### config.mk
export PLATFORM = sky130hd
export DESIGN_NAME = evt_timeout_mon_flat
export DESIGN_NICKNAME = d
export VERILOG_FILES = /design/src/rtl/evt_timeout_mon_pkg.sv /design/src/rtl/evt_timeout_mon_if.sv /design/src/rtl/evt_timeout_mon_ch.sv /design/src/rtl/evt_timeout_mon.sv /design/src/flat_wrapper.sv
export SDC_FILE = /design/constraint.sdc
export NUM_CORES = 1
export LEC_CHECK = 0
export ABC_AREA = 0
export ABC_CLOCK_PERIOD_IN_PS = 6400
export CAP_MARGIN = 10
export CORE_MARGIN = 2
export CORE_UTILIZATION = 45
export DETAILED_ROUTE_END_ITERATION = 7
export SLEW_MARGIN = 20
export SYNTH_ARGS = -nofsm -noshare
export SYNTH_HDL_FRONTEND = slang
export SYNTH_SLANG_ARGS = --single-unit
### constraint.sdc
create_clock -name clk -period 6.4 [get_ports clk]
set_input_delay 0.64 -clock clk [delete_from_list [all_inputs] [get_ports clk]]
set_output_delay 0.64 -clock clk [all_outputs]
set_load 0.02 [all_outputs]
### src/rtl/evt_timeout_mon_pkg.sv
`default_nettype none
// ============================================================================
// Module   : evt_mon_pkg
// Purpose  : Shared types and constants for the event/timeout monitor.
//            - mon_state_t : per-channel FSM state (IDLE, WAIT)
//            - MAX_CH      : upper bound on the number of channels
//            - sel_width() : width of the channel-select bus (never below 1)
// Revision : 1.0 - initial release
// ============================================================================
package evt_mon_pkg;

    localparam int MAX_CH = 16;

    typedef enum logic {
        IDLE = 1'b0,
        WAIT = 1'b1
    } mon_state_t;

    // A single-channel build still needs a 1-bit select port.
    function automatic int sel_width(input int num_ch);
        return (num_ch > 1) ? $clog2(num_ch) : 1;
    endfunction

endpackage : evt_mon_pkg
`default_nettype wire

### src/rtl/evt_timeout_mon_if.sv
`default_nettype none
// ============================================================================
// Module   : evt_timeout_mon_if
// Purpose  : Bundle of the monitor's request/response signals.
//   sig       [NUM_CH]  monitored signals (clk-synchronous)
//   arm       [NUM_CH]  one-cycle arm strobe per channel
//   pol                 edge polarity captured on arm (1 rising, 0 falling)
//   limit     [CNT_W]   timeout in cycles captured on arm (0 -> 1)
//   clr_err             clears the sticky error flag
//   rd_sel    [SEL_W]   channel select for rd_cycles
//   busy/hit/tmo        per-channel status and one-cycle result pulses
//   err                 sticky OR of all timeout pulses
//   rd_cycles [CNT_W]   last result count of channel rd_sel
//   master : drives requests (system side);  slave : the monitor
// Revision : 1.0 - initial release
// ============================================================================
interface evt_timeout_mon_if
    import evt_mon_pkg::*;
#(
    parameter int NUM_CH = 4,
    parameter int CNT_W  = 16
);
    localparam int SEL_W = sel_width(NUM_CH);

    logic [NUM_CH-1:0] sig;
    logic [NUM_CH-1:0] arm;
    logic              pol;
    logic [CNT_W-1:0]  limit;
    logic              clr_err;
    logic [SEL_W-1:0]  rd_sel;
    logic [NUM_CH-1:0] busy;
    logic [NUM_CH-1:0] hit;
    logic [NUM_CH-1:0] tmo;
    logic              err;
    logic [CNT_W-1:0]  rd_cycles;

    modport master (
        output sig, arm, pol, limit, clr_err, rd_sel,
        input  busy, hit, tmo, err, rd_cycles
    );

    modport slave (
        input  sig, arm, pol, limit, clr_err, rd_sel,
        output busy, hit, tmo, err, rd_cycles
    );

endinterface : evt_timeout_mon_if
`default_nettype wire

### src/rtl/evt_timeout_mon_ch.sv
`default_nettype none
// ============================================================================
// Module   : evt_mon_ch
// Purpose  : One monitor channel: edge detector, IDLE/WAIT FSM, cycle
//            counter, captured polarity/limit and held result count.
//   clk, rst_n   clock, asynchronous active-low reset
//   sig_i        monitored signal
//   arm_i        arm strobe (restarts the channel when already waiting)
//   pol_i        polarity to capture on arm (1 rising, 0 falling)
//   limit_i      timeout to capture on arm (0 treated as 1)
//   busy_o       channel is waiting
//   hit_o/tmo_o  one-cycle result pulses
//   tmo_set_o    timeout decided this cycle (tmo_o rises next cycle)
//   res_o        last result count
// Revision : 1.0 - initial release
// ============================================================================
module evt_mon_ch
    import evt_mon_pkg::*;
#(
    parameter int CNT_W = 16
) (
    input  logic             clk,
    input  logic             rst_n,
    input  logic             sig_i,
    input  logic             arm_i,
    input  logic             pol_i,
    input  logic [CNT_W-1:0] limit_i,
    output logic             busy_o,
    output logic             hit_o,
    output logic             tmo_o,
    output logic             tmo_set_o,
    output logic [CNT_W-1:0] res_o
);

    mon_state_t       state_q, state_d;
    logic [CNT_W-1:0] cnt_q, cnt_d;
    logic [CNT_W-1:0] lim_q, lim_d;
    logic [CNT_W-1:0] res_q, res_d;
    logic             pol_q, pol_d;
    logic             hit_q, hit_d;
    logic             tmo_q, tmo_d;
    logic             sig_ff_q;
    logic             edge_w;

    assign edge_w = pol_q ? (sig_i & ~sig_ff_q) : (~sig_i & sig_ff_q);

    always_ff @(posedge clk or negedge rst_n) begin
        if (!rst_n) begin
            state_q  <= IDLE;
            cnt_q    <= '0;
            lim_q    <= '0;
            res_q    <= '0;
            pol_q    <= 1'b0;
            hit_q    <= 1'b0;
            tmo_q    <= 1'b0;
            sig_ff_q <= 1'b0;
        end else begin
            state_q  <= state_d;
            cnt_q    <= cnt_d;
            lim_q    <= lim_d;
            res_q    <= res_d;
            pol_q    <= pol_d;
            hit_q    <= hit_d;
            tmo_q    <= tmo_d;
            sig_ff_q <= sig_i;
        end
    end

    always_comb begin
        state_d = state_q;
        cnt_d   = cnt_q;
        lim_d   = lim_q;
        res_d   = res_q;
        pol_d   = pol_q;
        hit_d   = 1'b0;
        tmo_d   = 1'b0;

        // Arm has top priority in both states; in WAIT it discards any edge
        // or limit expiry of the same cycle and restarts the count.
        if (arm_i) begin
            state_d = WAIT;
            pol_d   = pol_i;
            lim_d   = (limit_i == '0) ? CNT_W'(1) : limit_i;
            cnt_d   = '0;
        end else begin
            case (state_q)
                IDLE: ;
                WAIT: begin
                    if (edge_w) begin
                        res_d   = cnt_q;
                        hit_d   = 1'b1;
                        state_d = IDLE;
                    end else if (cnt_q == lim_q - CNT_W'(1)) begin
                        res_d   = lim_q;
                        tmo_d   = 1'b1;
                        state_d = IDLE;
                    end else begin
                        cnt_d = cnt_q + CNT_W'(1);
                    end
                end
                default: state_d = IDLE;
            endcase
        end
    end

    assign busy_o    = (state_q == WAIT);
    assign hit_o     = hit_q;
    assign tmo_o     = tmo_q;
    assign tmo_set_o = tmo_d;
    assign res_o     = res_q;

endmodule : evt_mon_ch
`default_nettype wire

### src/rtl/evt_timeout_mon.sv
`default_nettype none
// ============================================================================
// Module   : evt_timeout_mon
// Purpose  : Multi-channel event/timeout monitor. Each channel is armed with
//            an edge polarity and a cycle limit and reports a hit (edge seen,
//            with elapsed count) or a timeout.
//   clk, rst_n  clock, asynchronous active-low reset
//   bus         evt_timeout_mon_if slave: sig/arm/pol/limit/clr_err/rd_sel
//               in, busy/hit/tmo/err/rd_cycles out
// Revision : 1.0 - initial release
// ============================================================================
module evt_timeout_mon
    import evt_mon_pkg::*;
#(
    parameter int NUM_CH = 4,
    parameter int CNT_W  = 16
) (
    input  logic               clk,
    input  logic               rst_n,
    evt_timeout_mon_if.slave   bus
);

    localparam int SEL_W = sel_width(NUM_CH);

    generate
        if (NUM_CH < 1 || NUM_CH > MAX_CH) begin : g_bad_num_ch
            $error("evt_timeout_mon: NUM_CH must be 1..%0d", MAX_CH);
        end
        if (CNT_W < 1) begin : g_bad_cnt_w
            $error("evt_timeout_mon: CNT_W must be at least 1");
        end
    endgenerate

    logic [CNT_W-1:0]  res_w [NUM_CH];
    logic [NUM_CH-1:0] tmo_set_w;
    logic              err_q, err_d;

    generate
        for (genvar g = 0; g < NUM_CH; g++) begin : g_ch
            evt_mon_ch #(
                .CNT_W (CNT_W)
            ) u_ch (
                .clk       (clk),
                .rst_n     (rst_n),
                .sig_i     (bus.sig[g]),
                .arm_i     (bus.arm[g]),
                .pol_i     (bus.pol),
                .limit_i   (bus.limit),
                .busy_o    (bus.busy[g]),
                .hit_o     (bus.hit[g]),
                .tmo_o     (bus.tmo[g]),
                .tmo_set_o (tmo_set_w[g]),
                .res_o     (res_w[g])
            );
        end
    endgenerate

    // err rises together with the tmo pulse; a clear arriving while a tmo
    // pulse is pending or visible loses against it.
    always_comb begin
        err_d = (|tmo_set_w) | (|bus.tmo) | (err_q & ~bus.clr_err);
    end

    always_ff @(posedge clk or negedge rst_n) begin
        if (!rst_n) begin
            err_q <= 1'b0;
        end else begin
            err_q <= err_d;
        end
    end

    assign bus.err = err_q;

    // Out-of-range selects (non power-of-two NUM_CH) read as zero.
    always_comb begin
        bus.rd_cycles = '0;
        for (int i = 0; i < NUM_CH; i++) begin
            if (bus.rd_sel == SEL_W'(i)) begin
                bus.rd_cycles = res_w[i];
            end
        end
    end

endmodule : evt_timeout_mon
`default_nettype wire

### src/flat_wrapper.sv
// flat-port wrapper written by rule: the top's interface ports become plain ports
module evt_timeout_mon_flat import evt_mon_pkg::*;
#(
    parameter int NUM_CH = 4,
    parameter int CNT_W  = 16
)
  (clk, rst_n, bus_sig, bus_arm, bus_pol, bus_limit, bus_clr_err, bus_rd_sel, bus_busy, bus_hit, bus_tmo, bus_err, bus_rd_cycles);
  evt_timeout_mon_if #(.NUM_CH(NUM_CH), .CNT_W(CNT_W)) bus_i ();
  input  logic clk;
  input  logic rst_n;
  input wire logic [$bits(bus_i.sig)-1:0] bus_sig;
  input wire logic [$bits(bus_i.arm)-1:0] bus_arm;
  input wire logic [$bits(bus_i.pol)-1:0] bus_pol;
  input wire logic [$bits(bus_i.limit)-1:0] bus_limit;
  input wire logic [$bits(bus_i.clr_err)-1:0] bus_clr_err;
  input wire logic [$bits(bus_i.rd_sel)-1:0] bus_rd_sel;
  output wire logic [$bits(bus_i.busy)-1:0] bus_busy;
  output wire logic [$bits(bus_i.hit)-1:0] bus_hit;
  output wire logic [$bits(bus_i.tmo)-1:0] bus_tmo;
  output wire logic [$bits(bus_i.err)-1:0] bus_err;
  output wire logic [$bits(bus_i.rd_cycles)-1:0] bus_rd_cycles;
  assign bus_i.sig = bus_sig;
  assign bus_i.arm = bus_arm;
  assign bus_i.pol = bus_pol;
  assign bus_i.limit = bus_limit;
  assign bus_i.clr_err = bus_clr_err;
  assign bus_i.rd_sel = bus_rd_sel;
  assign bus_busy = bus_i.busy;
  assign bus_hit = bus_i.hit;
  assign bus_tmo = bus_i.tmo;
  assign bus_err = bus_i.err;
  assign bus_rd_cycles = bus_i.rd_cycles;
  evt_timeout_mon #(.NUM_CH(NUM_CH), .CNT_W(CNT_W)) u_core (.clk(clk), .rst_n(rst_n), .bus(bus_i));
endmodule
Word-level counts from Yosys, hierarchy flattened --
Index checks and enable logic that the tools add are counted.
Storage, ports and cells: input bits 30, word-level logic and storage cells 177, output and inout port bits 29, register bits after elaboration 213
Operators by class: eq/ne operators 15, bitwise operators 24, mux-type cells 77, add/sub/neg operators 8, reduce and logical (&&, ||, !) cells 20
Operators by type and width (number):
- 2-to-1 mux 16 bit | 29
- adder 16 x 1 -> 16 bit (second input constant) | 4
- == test 16 bit | 4
- subtractor 16 x 1 -> 16 bit (second input constant) | 4
- 2-to-1 mux 1 bit | 48
- AND reduction 3 bit | 8
- logical NOT 16 bit | 1
- != test 2 bit (second input constant) | 8
- nonzero test 2 bit | 8
- NOT 1 bit | 13
- bitwise AND 1 bit | 9
- OR reduction 4 bit | 2
- == test 2 bit (second input constant) | 2
- == test 2 x 1 -> 1 bit (second input constant) | 1
- logical NOT 2 bit | 1
- OR 1 bit | 2

Logic depth before layout (Yosys ltp) --
Gate-level depths: netlist of the first run.
depth in word-level cells 9, mapped depth 13, depth with buffers taken out 10

By module --
From an unflattened synthesis of the first run, not the netlist that was laid out.
Unflattened totals: cell total of the unflattened synthesis 1225, area total of the unflattened synthesis 13105.1 um2
By module, submodules not included:
- evt_mon_ch at u_core.g_ch[0].u_ch ... | times used 3, seq. area each 1326.3 um2, cells an instance 295, area each 3130.5 um2
- evt_mon_ch at u_core.g_ch[3].u_ch | times used 1, seq. area each 1326.3 um2, cells an instance 315, area each 3240.6 um2
- evt_timeout_mon | times used 1, seq. area each 25.0 um2, cells an instance 25, area each 473.0 um2

Worst setup path before layout of the first run --
OpenSTA, ideal clock, no wires.
path kind flip-flop to flip-flop, from reg u_core.g_ch[2].u_ch.lim_q[0], to reg u_core.g_ch[2].u_ch.res_q[10], data required time 6.275 ns, slack 2.956 ns, arrival 3.319 ns, path buffers 3, setup time 0.125 ns, clock period less this slack 3.444 ns, stages on the path, launching flop included 14, cell sequence dfrtp_1 -> inv_1 -> ha_1 -> or3b_2 -> clkbuf_1 -> nor4_1 -> xnor2_1 -> and4_1 -> or4b_1 -> nor3_1 -> a21o_1 -> buf_2 -> buf_4 -> mux2_2
Between the ends: cells in the longest elaborated chain, start to end 4
RTL lines:
- start: declaration | line evt_timeout_mon_ch.sv:37 | logic [CNT_W-1:0] lim_q, lim_d;
- start signal: assignment | line evt_timeout_mon_ch.sv:60 | lim_q <= lim_d;
- subtractor 16 x 1 -> 16 bit | line evt_timeout_mon_ch.sv:93 | end else if (cnt_q == lim_q - CNT_W'(1)) begin
- == test 16 bit | line evt_timeout_mon_ch.sv:93
- nonzero test 2 bit (no source line)
- AND reduction 3 bit (no source line)
- end signal: assignment | line evt_timeout_mon_ch.sv:61 | res_q <= res_d;
- end: declaration | line evt_timeout_mon_ch.sv:38 | logic [CNT_W-1:0] res_q, res_d;
Every way passes these cells. A chain may end at the register's enable or synchronous reset.

Worst setup path in the final report of the first run --
from reg u_core.g_ch[1].u_ch.lim_q[2], to reg u_core.g_ch[1].u_ch.res_q[10]
Between the ends: cells in the longest elaborated chain, start to end 4
RTL lines (line):
- start: declaration | evt_timeout_mon_ch.sv:37
- start signal: assignment | evt_timeout_mon_ch.sv:60
- subtractor 16 x 1 -> 16 bit | evt_timeout_mon_ch.sv:93
- == test 16 bit | evt_timeout_mon_ch.sv:93
- nonzero test 2 bit (no source line)
- AND reduction 3 bit (no source line)
- end signal: assignment | evt_timeout_mon_ch.sv:61
- end: declaration | evt_timeout_mon_ch.sv:38
Every way passes these cells.

==> run_results.csv, run 1 <==
group,metric,value,unit
worst_setup_path,cp_max_fo,16,
clock_tree,cts_tree,"done",
worst_setup_path,rr_startpoint,"u_core.g_ch[1].u_ch.lim_q[2]",
detailed_routing,drc,0,
logic_synthesis,synth-simple-area-share,19.41,%
logic_synthesis,synth_top_family_by_area,"simple AND/OR/NAND/NOR gates",
logic_synthesis,synth.most_common_cell,"dfrtp_1",
logic_synthesis,synth-async-reset-ratio,100.0,%
floorplanning,core_area,27710,um2
logic_synthesis,synthTopCellsByArea,"dfrtp_1 42%, mux2_2 12%, xnor2_1 3.8%",
detailed_routing,avgViaCountPerCell,5.864,
detailed_routing,drtIter0Drc,793,
logic_synthesis,yosys-top-cells-count,"213 x dfrtp_1, 130 x mux2_2, 105 x nor2_1, 68 x nand2_1, 60 x o21ai_0",
logic_synthesis,syn_avg_cell_area,10.14,um2
worst_setup_path,r2r_setup_slack,2.41,ns
layout,drive_above_1_share,17.84,%
floorplanning,start_util,45.56,%
logic_synthesis,synthFlopType,"dfrtp_1",
sta,rsz0062_at_grt,"no",
sta,finalSetupTns,0,ns
clock_tree,cts_setup_buffers,0,
worst_setup_path,cp-startpoint,"u_core.g_ch[1].u_ch.lim_q[2]",
sta,finalHoldViolCount,0,
global_route,grt-ovfl-total,0,
worst_setup_path,worstSetupEndpoint,"u_core.g_ch[1].u_ch.res_o[10]",
status,status,"complete, no violations",
logic_synthesis,synth_seq_cells,213,
sta,fin_crit_sh,62.41,%
detailed_routing,totalWireLength,33630,um
clock_tree,htreeDepth,1,
sta,worst_slew_pin_slew,1.128,ns
floorplanning,die_height,171.5,um
sta,max_slew_margin,23.80,%
logic_synthesis,synthAdderAreaFrac,0.7929,%
power,ir_drop,181.3,uV
power,power_density,287.6,nW/um2
logic_synthesis,ys_types,77,
sta,slew_violations,0,
placement,gp_congestion,0.9061,
sta,timing.hold.ws,0.1702,ns
clock_tree,root_buffer,"clkbuf_16",
detailed_routing,drtPass1Iterations,5,
floorplanning,std_cell_rows,61,
logic_synthesis,muxShareOfSynthArea,17.52,%
floorplanning,dieArea,29410,um2
layout,nets,1282,
global_route,grt_pass1_vias,9227,
global_route,antenna_found_initial,1,
hold_path,hold_class,"input port to async pin",
detailed_routing,antenna_left,0,
global_route,grt_max_degree,113,
worst_setup_path,worst_ep_required_time,6.81,ns
floorplanning,io_pins,59,
logic_synthesis,yosysTopAreaCell,"dfrtp_1",
worst_setup_path,r2r_cells,8,
clock_tree,cts_sinks,213,
worst_setup_path,critPathKind,"register to register",
sta,finalCriticalPeriod,3.994,ns
floorplanning,fp.dieW,171.5,um
layout,diodes,0,
clock_tree,cts_resized,0,
clock_tree,hold_buffers,0,
worst_setup_path,r2r-end,"u_core.g_ch[1].u_ch.res_o[10]",
global_route,grt_usage,23.35,%
placement,hpwl,23650,um
job,drv_cap,0,
logic_synthesis,synth-xor-area-share,6.562,%
logic_synthesis,synth_nets,1283,
sta,clock-skew-final,0.008501,ns
placement,portBuffers,58,
clock_tree,insertion_delay,0.53,ns
logic_synthesis,ys_seq_area_share,42.22,%
clock_tree,clk_path_buf_depth,3,
logic_synthesis,synth_compound_area_share,9.168,%
layout,final_util,51.26,%
power,power.leakage,0.005813,uW
detailed_routing,num_vias,9611,
layout,area_delta_synth_final,12.51,%
global_route,grt_pass1_wl,53220,um
logic_synthesis,synth-edff-count,0,
clock_tree,cts_buffers,24,
sta,fmax,0.2504,GHz
logic_synthesis,synth_top_area_share,42.22,%
logic_synthesis,netlist_area,12620,um2
clock_tree,clk_pin_slew_worst_paths,0.06,ns
sta,setup_viol,0,
worst_setup_path,worstSetupEndpointType,"register",
logic_synthesis,ys_warn_count,0,
logic_synthesis,syn_inst,1245,
worst_setup_path,worstSetupStartpointType,"register",
worst_setup_path,arrival,4.41,ns
detailed_routing,routedWlPerCell,20.52,um
placed cells by master (no fill, tap or decap), types with 5 or more instances in the layout:
cell type / instances
nor2_1: 105
ha_1: 8
a21oi_1: 44
nand3b_1: 9
or3_1: 20
clkbuf_16: 25
o31ai_1: 5
clkbuf_8: 5
dfrtp_1: 213
a21o_1: 5
clkdlybuf4s50_1: 54
nand3_1: 29
nand2b_1: 11
inv_1: 27
o21ai_0: 60
xor2_1: 37
mux2_2: 130
o211ai_1: 6
mux2i_1: 35
buf_4: 10
nor2b_1: 22
nor4b_1: 6
nor4_1: 32
nand2_1: 68
mux4_2: 16
nor3_1: 34
and2_1: 9
or2_2: 5
or4_1: 19
nor3b_1: 8
nand4_1: 25
xnor2_1: 55
a211o_1: 5
bufinv_16: 5
and3_1: 20
per-layer routing:
metal  vias up  share of wire, %  GRT usage (%)
li1       4507                 -              -
met1      4805                45          34.21
met2       265                46          37.17
met3        34               6.9          3.198
met4         0               1.4          4.458
met5         -                 0              0
metrics by stage:
stage	instances	setup WS [ns]	instance area, um2	power [uW]
finish	1639	2.406	14200	4085
global route	1639	2.012	14200	4274
CTS	1639	2.395	14210	4118
detailed placement	1596	2.324	13320	2567
global placement	1596	2.451	13320	2549
floorplan	1245	2.956	12620	2233
kinds of logic after synthesis:
logic type,count (synthesis)
buf+inv,122
simple gates,446
xor+xnor,93
flops,213
compound gates,179
mux,184
fa+ha+maj,8
worst max-delay path: stages (launching register included):
cell     delay (ns)
dfrtp_1        0.44
nor3_1         0.74
nand3_1        0.18
xnor2_1        0.20
nor4_1         0.31
or3b_2         0.50
nor4_1         0.44
a21o_1         0.64
mux2_2         0.41
sequential cells by signal, indices dropped and copies added, names as in the netlist:
name                       flops
u_core.g_ch.u_ch.busy_o        4
u_core.g_ch.u_ch.tmo_o         4
u_core.g_ch.u_ch.lim_q        64
u_core.g_ch.u_ch.cnt_q        64
u_core.g_ch.u_ch.res_o        64
u_core.bus.err                 1
u_core.g_ch.u_ch.pol_q         4
u_core.g_ch.u_ch.sig_ff_q      4
u_core.g_ch.u_ch.hit_o         4
final cells by class:
| cell class | count | area [um2] |
|---|---|---|
| clock buffer | 33 | 705.7 |
| fill | 2531 | 13500 |
| clock inverter | 10 | 177.7 |
| timing repair buffer | 68 | 645.6 |
| sequential | 213 | 5330 |
| inverter | 27 | 101.3 |
| multi-input combinational | 910 | 6769 |
| tap | 378 | 473.0 |
power by group:
group          switching [uW]  internal (uW)
registers                 233           1540
clock network             569            968
logic                     378            396
total                    1180           2900
worst min path at each step:
stage	end	startpoint	slack, ns	depth (start not counted)
6_report	u_core.g_ch[2].u_ch.pol_q	rst_n	0.17	1
2_1_floorplan	u_core.bus.err	rst_n	0.34	0
3_3_place_gp	u_core.g_ch[0].u_ch.res_o[10]	u_core.g_ch[0].u_ch.res_o[10]	0.46	2
5_1_grt	u_core.g_ch[2].u_ch.busy_o	rst_n	0.24	1
3_5_place_dp	u_core.g_ch[0].u_ch.res_o[10]	u_core.g_ch[0].u_ch.res_o[10]	0.47	2
4_1_cts	u_core.g_ch[2].u_ch.pol_q	rst_n	0.21	1
Note: power is estimated with default switching activity, not from simulation.
==> run 2, diff against run 1 <==
--- a/config.mk
+++ b/config.mk
@@ -6,7 +6,7 @@
 export NUM_CORES = 1
 export LEC_CHECK = 0
 export ABC_AREA = 0
-export ABC_CLOCK_PERIOD_IN_PS = 6400
+export ABC_CLOCK_PERIOD_IN_PS = 4100
 export CAP_MARGIN = 10
 export CORE_MARGIN = 2
 export CORE_UTILIZATION = 45
==> constraint.sdc (replaced) <==
create_clock -name clk -period 4.1 [get_ports clk]
set_input_delay 0.41 -clock clk [delete_from_list [all_inputs] [get_ports clk]]
set_output_delay 0.41 -clock clk [all_outputs]
set_load 0.02 [all_outputs]
==> run_results.csv, run 2 (synthesis gave the netlist of run 1 again) <==
group,metric,value,unit
status,status,"complete, no violations",
detailed_routing,drc,0,
floorplanning,start_util,45.56,%
worst_setup_path,r2r_cells,11,
clock_tree,cts_tree,"done",
layout,drive_above_1_share,18.48,%
layout,final_util,51.40,%
global_route,grt-ovfl-total,0,
sta,finalSetupTns,0,ns
worst_setup_path,arrival,4.10,ns
worst_setup_path,critPathSlowestCell,"or3b_2",
hold_path,min_delay_path_depth,1,
clock_tree,htreeDepth,1,
worst_setup_path,worstSetupEndpointType,"register",
sta,setup_viol,0,
worst_setup_path,rr_startpoint,"u_core.g_ch[2].u_ch.lim_q[0]",
clock_tree,clk_pin_slew_worst_paths,0.06,ns
worst_setup_path,r2r_setup_slack,0.40,ns
hold_path,hold_class,"input port to register",
layout,nFillCells,2555,
detailed_routing,avgViaCountPerCell,5.760,
sta,fin_crit_sh,90.28,%
detailed_routing,routedWlPerCell,20.33,um
global_route,antenna_found_initial,0,
clock_tree,cts_buffers,25,
layout,final_common_cell,"dfrtp_1",
floorplanning,dieArea,29410,um2
worst_setup_path,r2r-end,"u_core.g_ch[2].u_ch.res_o[10]",
placement,portBuffers,58,
worst_setup_path,worstPathCellList,"inv_1, ha_1, or3b_2, nor4_1, xnor2_1, and4_1, or4b_1, nor3_1, a21o_1, buf_4, mux2_2",
hold_path,hp-start,"bus_sig[0]",
floorplanning,io_pins,59,
sta,slew_violations,0,
worst_setup_path,cp_max_fo,16,
worst_setup_path,worst_ep_required_time,4.50,ns
sta,fmax,0.2702,GHz
detailed_routing,antenna_left,0,
sta,clock-skew-final,0.02919,ns
placement,hpwl,24020,um
global_route,grt_max_degree,113,
sta,rsz0062_at_grt,"no",
detailed_routing,totalWireLength,33650,um
placement,gp_congestion,0.8939,
worst_setup_path,worstSetupStartpointType,"register",
detailed_routing,drtIter0Drc,716,
job,drv_cap,0,
layout,area_delta_synth_final,12.82,%
power,ir_drop,327.1,uV
sta,max_slew_margin,28.91,%
clock_tree,insertion_delay,0.54,ns
sta,worst_slew_pin_slew,1.052,ns
sta,finalHoldViolCount,0,
sta,timing.hold.ws,0.3707,ns
worst_setup_path,critPathMaxStageDelay,0.54,ns
floorplanning,core_area,27710,um2
floorplanning,fp.dieW,171.5,um
global_route,grt_usage,23.47,%
clock_tree,clk_path_buf_depth,3,
sta,finalCriticalPeriod,3.701,ns
floorplanning,die_height,171.5,um
global_route,grt_pass1_wl,53430,um
layout,layout_common_cells,"213 x dfrtp_1, 130 x mux2_2, 105 x nor2_1, 68 x nand2_1, 60 x o21ai_0",
global_route,grt_pass1_vias,9313,
clock_tree,root_buffer,"clkbuf_16",
power,power.leakage,0.005843,uW
detailed_routing,num_vias,9532,
hold_path,min_to,"u_core.g_ch[0].u_ch.sig_ff_q",
layout,diodes,0,
floorplanning,std_cell_rows,61,
clock_tree,cts_sinks,213,
detailed_routing,drtPass1Iterations,5,
layout,nets,1296,
worst_setup_path,critPathKind,"register to register",
power,power_density,432.6,nW/um2
-- run 2: layout make-up --
class	count	area [um2]	area share, %
multi-input cells	910	6769	47.53
repair buffers	81	763.2	5.359
well taps	378	473.0	3.321
flip-flops and latches	213	5330	37.43
clock buffers	36	716.9	5.034
inverters	27	101.3	0.7116
clock inverters	10	87.58	0.6150
-- run 2: through the flow --
| step | power, uW | cells | cell area, um2 | setup slack, ns |
|---|---|---|---|---|
| 6_report | 6161 | 1655 | 14240 | 0.3986 |
| 5_1_grt | 6463 | 1655 | 14240 | 0.1706 |
| 4_1_cts | 6210 | 1655 | 14240 | 0.4181 |
| 3_5_place_dp | 4012 | 1608 | 13430 | 0.4401 |
| 3_3_place_gp | 3986 | 1608 | 13430 | 0.5463 |
| 2_1_floorplan | 3485 | 1245 | 12620 | 0.6560 |
-- run 2: critical path: cells and delay by family (launching register included) --
| kind | cells | cell delay, ns |
|---|---|---|
| compound gates | 1 | 0.19 |
| xor+xnor | 1 | 0.20 |
| simple gates | 5 | 1.81 |
| mux | 1 | 0.36 |
| flops | 1 | 0.45 |
| buf+inv | 2 | 0.34 |
| fa+ha+maj | 1 | 0.22 |
-- run 2: how the worst max path moves through the flow --
| stage | end | from | cells past startpoint |
|---|---|---|---|
| after floorplan | u_core.g_ch[2].u_ch.res_o[10] | u_core.g_ch[2].u_ch.lim_q[0] | 13 |
| after global routing | u_core.g_ch[1].u_ch.res_o[0] | u_core.g_ch[1].u_ch.lim_q[3] | 9 |
| final | u_core.g_ch[2].u_ch.res_o[10] | u_core.g_ch[2].u_ch.lim_q[0] | 11 |
| after global placement | u_core.g_ch[2].u_ch.res_o[4] | u_core.g_ch[2].u_ch.lim_q[0] | 11 |
| after CTS | u_core.g_ch[1].u_ch.res_o[15] | u_core.g_ch[1].u_ch.lim_q[3] | 9 |
| after detailed placement | u_core.g_ch[1].u_ch.res_o[15] | u_core.g_ch[1].u_ch.lim_q[3] | 9 |
-- run 2: what timing repair did --
action | in CTS | in global routing
gates resized for setup | 0 | 0
buffers inserted | 0 | 0
hold endpoints to repair | 11 | 0
hold buffers | 1 | 0
-- run 2: report_power, final --
part | total (uW) | switching (uW) | internal (uW)
Clock | 2180 | 898 | 1280
Combinational | 1230 | 598 | 627
Sequential | 2760 | 354 | 2410
-- run 2: per-layer routing --
metal,track usage (%),vias to the layer above,wire [um]
li1,-,4540,-
met1,33.11,4777,15670
met2,37.87,191,15610
met3,4.855,24,2047
met4,3.906,0,325
met5,0,-,0
